==> config.mk <==
export PLATFORM = sky130hd
export DESIGN_NAME = uart_receiver
export DESIGN_NICKNAME = d
export VERILOG_FILES = /design/src/rtl/uart_defs_pkg.sv /design/src/rtl/uart_receiver_sync_2ff.sv /design/src/rtl/uart_receiver.sv
export SDC_FILE = /design/constraint.sdc
export NUM_CORES = 1
export LEC_CHECK = 0
export BUFFER_PORTS_ARGS = -buffer_cell sky130_fd_sc_hd__buf_2
export CORE_MARGIN = 10
export CORE_UTILIZATION = 45
export DETAILED_ROUTE_END_ITERATION = 10
export GPL_TIMING_DRIVEN = 0
export PLACE_DENSITY = 0.72
export SLEW_MARGIN = 30
export SYNTH_ARGS = -nofsm -noshare
export SYNTH_HDL_FRONTEND = slang
export SYNTH_HIERARCHICAL = 1
export SYNTH_SLANG_ARGS = --single-unit
==> constraint.sdc <==
create_clock -name clk -period 2.3 [get_ports clk]
set_input_delay 0.23 -clock clk [delete_from_list [all_inputs] [get_ports clk]]
set_output_delay 0.23 -clock clk [all_outputs]
set_load 0.05 [all_outputs]
==> src/rtl/uart_defs_pkg.sv <==
// uart_defs_pkg
// Definitions shared by the UART transmitter and receiver:
//   - uart_state_e : receiver/transmitter state encoding (3 bits)
//   - UART_CNT_W   : width of the per-bit clock counter
//   - clks_per_bit : derives clk cycles per line bit from the clock and baud rates
package uart_defs_pkg;

  typedef enum logic [2:0] {
    ST_IDLE      = 3'd0,
    ST_START     = 3'd1,
    ST_DATA      = 3'd2,
    ST_STOP      = 3'd3,
    ST_WAIT_IDLE = 3'd4
  } uart_state_e;

  localparam int UART_CNT_W = 32;

  // Integer divide; the result must be at least 4 for the half-bit
  // centring to leave a usable window.
  function automatic int clks_per_bit(input int clock_freq, input int baud_rate);
    return clock_freq / baud_rate;
  endfunction

endpackage

==> src/rtl/uart_receiver_sync_2ff.sv <==
// sync_2ff
// Two-flop synchroniser for signals asynchronous to clk.
// Ports:
//   clk_i : system clock, rising edge
//   rst_i : asynchronous active-high reset; both flops load RESET_VAL
//   d_i   : asynchronous input, WIDTH bits
//   q_o   : synchronised output, two clk cycles behind d_i
module sync_2ff #(
  parameter int               WIDTH     = 1,
  parameter logic [WIDTH-1:0] RESET_VAL = '1
) (
  input  logic             clk_i,
  input  logic             rst_i,
  input  logic [WIDTH-1:0] d_i,
  output logic [WIDTH-1:0] q_o
);

  logic [WIDTH-1:0] meta_q;
  logic [WIDTH-1:0] sync_q;

  always_ff @(posedge clk_i or posedge rst_i) begin
    if (rst_i) begin
      meta_q <= RESET_VAL;
      sync_q <= RESET_VAL;
    end else begin
      meta_q <= d_i;
      sync_q <= meta_q;
    end
  end

  assign q_o = sync_q;

endmodule

==> src/rtl/uart_receiver.sv <==
// uart_receiver
// 8N1 UART receiver: 8 data bits LSB first, no parity, one stop bit.
// The rx line is synchronised, the start bit is validated at its centre,
// and every following bit is sampled one bit period later (its centre).
//
// Ports:
//   clk       : system clock, rising edge
//   rst       : asynchronous active-high reset, clears all state
//   rx        : serial line, asynchronous to clk, idle high
//   data_out  : last correctly framed byte, held until the next good frame
//   valid     : one-cycle pulse when data_out updates
//   frame_err : one-cycle pulse when the stop bit samples low
//   busy      : high whenever the receiver is not idle
//
// Latency: valid (or frame_err) is high in the cycle following the
// rising clk edge numbered 2 + 1 + HALF_BIT + 9*CLKS_PER_BIT, counting the
// first rising edge after the rx falling edge as edge 1
// (2 synchroniser edges, 1 edge to leave IDLE, HALF_BIT edges to the
// start-bit centre, then 9 bit periods to the stop-bit centre).
module uart_receiver
  import uart_defs_pkg::*;
#(
  parameter int BAUD_RATE  = 9600,
  parameter int CLOCK_FREQ = 50000000
) (
  input  logic       clk,
  input  logic       rst,
  input  logic       rx,
  output logic [7:0] data_out,
  output logic       valid,
  output logic       frame_err,
  output logic       busy
);

  localparam int CLKS_PER_BIT = clks_per_bit(CLOCK_FREQ, BAUD_RATE);
  localparam int HALF_BIT     = CLKS_PER_BIT / 2;

  localparam logic [UART_CNT_W-1:0] CNT_HALF_END = UART_CNT_W'(HALF_BIT - 1);
  localparam logic [UART_CNT_W-1:0] CNT_BIT_END  = UART_CNT_W'(CLKS_PER_BIT - 1);

  logic                  rx_s;
  uart_state_e           state_q;
  logic [UART_CNT_W-1:0] cnt_q;
  logic [2:0]            idx_q;
  logic [7:0]            shift_q;
  logic [7:0]            data_q;
  logic                  valid_q;
  logic                  frame_err_q;

  logic [UART_CNT_W-1:0] cnt_d;
  logic [7:0]            shift_d;

  sync_2ff #(
    .WIDTH     (1),
    .RESET_VAL (1'b1)
  ) u_rx_sync (
    .clk_i (clk),
    .rst_i (rst),
    .d_i   (rx),
    .q_o   (rx_s)
  );

  // LSB arrives first, so each new bit enters at the top and the byte is
  // aligned after the eighth shift.
  always_comb begin
    cnt_d   = cnt_q + 1'b1;
    shift_d = {rx_s, shift_q[7:1]};
  end

  always_ff @(posedge clk or posedge rst) begin
    if (rst) begin
      state_q     <= ST_IDLE;
      cnt_q       <= '0;
      idx_q       <= '0;
      shift_q     <= '0;
      data_q      <= '0;
      valid_q     <= 1'b0;
      frame_err_q <= 1'b0;
    end else begin
      valid_q     <= 1'b0;
      frame_err_q <= 1'b0;
      case (state_q)
        ST_IDLE: begin
          cnt_q <= '0;
          if (!rx_s) begin
            state_q <= ST_START;
          end
        end

        // A line still low at the start-bit centre is a real start bit;
        // anything shorter is treated as a glitch and dropped silently.
        ST_START: begin
          if (cnt_q == CNT_HALF_END) begin
            cnt_q <= '0;
            idx_q <= '0;
            if (rx_s) begin
              state_q <= ST_IDLE;
            end else begin
              state_q <= ST_DATA;
            end
          end else begin
            cnt_q <= cnt_d;
          end
        end

        ST_DATA: begin
          if (cnt_q == CNT_BIT_END) begin
            cnt_q   <= '0;
            shift_q <= shift_d;
            idx_q   <= idx_q + 3'd1;
            if (idx_q == 3'd7) begin
              state_q <= ST_STOP;
            end
          end else begin
            cnt_q <= cnt_d;
          end
        end

        // Leaving at the stop-bit centre gives half a bit of slack, so a
        // start bit immediately following the stop bit is still caught.
        ST_STOP: begin
          if (cnt_q == CNT_BIT_END) begin
            cnt_q <= '0;
            if (rx_s) begin
              data_q  <= shift_q;
              valid_q <= 1'b1;
              state_q <= ST_IDLE;
            end else begin
              frame_err_q <= 1'b1;
              state_q     <= ST_WAIT_IDLE;
            end
          end else begin
            cnt_q <= cnt_d;
          end
        end

        // A held-low line (break) must not be re-read as a stream of
        // start bits; wait for the line to go idle first.
        ST_WAIT_IDLE: begin
          cnt_q <= '0;
          if (rx_s) begin
            state_q <= ST_IDLE;
          end
        end

        default: begin
          state_q <= ST_IDLE;
          cnt_q   <= '0;
        end
      endcase
    end
  end

  assign data_out  = data_q;
  assign valid     = valid_q;
  assign frame_err = frame_err_q;
  assign busy      = (state_q != ST_IDLE);

endmodule

==> flow_metrics.py <==
metrics = {
    "status": {
        "outcome": "finished clean",
    },
    "min_path": {
        "hp-class": "register to register",
    },
    "power": {
        "p_total_uw": 2000,
        "peakVddDrop_uv": 310,
        "cellLeakagePower_uw": 0.00159,
        "powerDensity_nw_per_um2": 594,
    },
    "synth": {
        "yosysMostFrequentCell": "dfrtp_1",
        "avgSynthCellArea_um2": 10.5,
        "synth-edff-count": 0,
        "synth-seq-cells": 58,
        "synth_top_area_share_pct": 50.6,
        "synth_cells": 263,
        "synthArstFlopShare_pct": 100,
        "synth_warnings": 6,
        "synth_top_area_cell": "dfrtp_1",
        "yosysSeqAreaShare_pct": 52.5,
        "ys_types": 40,
        "synth_ff_type": "dfrtp_1",
        "synth_nets": 269,
        "ys_top_cells_by_count": "dfrtp_1, nor2_1, mux2_2, nand2_1, xor2_1",
        "syn-cell-area_um2": 2770,
        "synthTopCellsByArea": "dfrtp_1, mux2_2, nor2_1, xor2_1, xnor2_1",
    },
    "sta": {
        "worstMarginPinSlew_ps": 683,
        "slew_headroom_pct": 54.0,
        "min_period_over_period_pct": 99.6,
        "slew_viol_final": 0,
        "setup_slack_ps": 9.45,
        "fin_crit_ps": 2290,
        "setup_viol_count_final": 0,
        "finalSetupTns_ps": 0,
        "hold_viol": 0,
        "rsz0062_at_grt": "yes",
        "fin_skew_ps": 9.17,
        "fmax_mhz": 437,
    },
    "setup_path": {
        "path_class": "register to register",
        "crit_fanout": 3,
        "cp_slowest_stage_delay_ps": 500,
        "endpoint_kind": "register",
        "cp_slowest_cell": "or4b_1",
        "crit_chain": "or4b_1 -> or4_4 -> or2_4 -> or4b_4 -> a21oi_2",
        "cp-start-kind": "register",
        "critPathArrivalTime_ps": 2560,
        "worstPathRequired_ps": 2570,
    },
    "route": {
        "drt_iter0_drc": 95,
        "route.detailed.drc": 0,
        "vias_per_cell": 5.31,
        "wirelength_um": 5490,
        "drtAntennaViolNets": 0,
        "vias": 2032,
        "routedWlPerCell_um": 14.3,
        "drt-pass1-iter-count": 4,
    },
    "grt": {
        "antenna_found_initial": 0,
        "use_met2_pct": 17.8,
        "grt_max_degree": 42,
        "grt_overflow": 0,
        "grt_pass1_wl_um": 9240,
        "grt.total_usage_pct": 11.6,
        "busiest_layer": "met2",
        "grt_pass1_vias": 1965,
        "use_met3_pct": 3.98,
        "grt_use_met1_pct": 14.2,
    },
    "floorplan": {
        "num_rows": 28,
        "die-area_um2": 9700,
        "core_um2": 5960,
        "die_h_um": 98.5,
        "die_width_um": 98.5,
        "ios": 14,
        "start_util_pct": 46.5,
    },
    "cts": {
        "cts-root-buf": "clkbuf_8",
        "clock_latency_ps": 340,
        "cts_tree": "done",
        "clk_path_buf_depth": 2,
        "cts-buffers-inserted": 9,
        "clock_sinks": 58,
        "cts_max_level": 3,
        "clk_pin_slew_ps": 70,
    },
    "cells_and_area": {
        "num_antenna_cells": 0,
        "synthToLayoutAreaGrowth_pct": 21.5,
        "drive_gt1_share_pct": 27.9,
        "final_nets": 309,
    },
    "placed_design": {
        "dpl.hpwl_um": 3650,
        "gp_congestion": 0.808,
        "pre_cts_ws_ps": -116,
        "numPortBuffers": 13,
    },
    "job": {
        "maxCapViolations": 0,
    },
}
-- per-stage QoR --
step	cells	instance area [um^2]	hold WS, ps	util [%]
global route	383	3370	361	56.6
floorplan	263	2770	142	-
detailed placement	352	2950	185	49.6
global placement	351	2930	262	49.2
finish	383	3370	360	56.6
CTS	374	3240	359	54.3
-- metal layers --
layer	up-vias	wire length, um
met2	46	2610
met3	12	319
met4	0	88
met5	-	0
met1	987	2470
li1	987	-
-- power breakdown --
group	total, uW	internal, uW	switching, uW
combinational	28.3	7.51	20.8
clock	948	553	395
sequential	1030	1020	2.37
-- cells in the final DEF, fill, tap and decap left out, types with 4 or more instances in the layout --
cell type,instances
dfrtp_1,53
inv_1,9
buf_4,14
mux2_2,16
nand2b_1,4
and3_1,8
xnor2_1,13
xor2_1,16
nor2_1,39
clkbuf_8,11
nand3_1,14
nor4_1,5
nand2_1,16
nor3_1,10
buf_2,13
nand4_1,9
-- path summary, 6_finish.rpt --
check | startpoint | endpoint | slack (ps) | cells past startpoint
max | cnt_q[12] | state_q[1] | 9 | 5
min | u_rx_sync/meta_q | u_rx_sync/q_o | 360 | 0
max reg2reg | cnt_q[12] | state_q[1] | 9 | 5
min reg2reg | u_rx_sync/meta_q | u_rx_sync/q_o | 360 | 0
max in group asynchronous | rst | cnt_q[11] | 1420 | 4
min in group asynchronous | rst | idx_q[0] | 390 | 3
-- kinds of logic (layout without fill, tap and decap cells) --
group / after synthesis / count (layout) / synth area share (%)
multiplexers: 19 / 19 / 7.58
buffers and inverters: 16 / 61 / 2.44
XOR/XNOR: 29 / 29 / 9.16
AND/OR/NAND/NOR: 130 / 130 / 25.0
AO/OA/AOI/OAI: 8 / 8 / 2.03
flip-flops: 58 / 58 / 52.5
adder cells (fa/ha/maj): 3 / 3 / 1.35
-- timing repair --
item                       4_1_cts  5_1_grt
resized for setup                7       19
hold endpoints to repair        18        0
setup endpoints to repair       50       50
setup buffers                    4        9
hold buffers                     2        0
pin swaps                        1        3
-- worst max-delay path, delay by kind of cell (launching register included) --
| kind | cells | cell delay [ps] |
|---|---|---|
| flops | 1 | 400 |
| compound gates | 1 | 150 |
| simple gates | 4 | 1680 |
-- final cells by class --
cell class                      count  area (um^2)
Clock buffer                       11          151
Clock inverter                      5         52.6
Buffer                              6         48.8
Timing Repair Buffer               29          203
Inverter                           10         40.0
Sequential cell                    58         1460
Fill cell                         495         2590
Multi-Input combinational cell    189         1320
Tap cell                           75         93.8
-- flip-flops by register name, summed over array words and instances, names as in the netlist --
signal,count
shift_q,8
frame_err,1
data_out,8
u_rx_sync/q_o,1
valid,1
u_rx_sync/meta_q,1
state_q,3
idx_q,3
cnt_q,32
No activity file was read; power rests on OpenSTA's default activity.
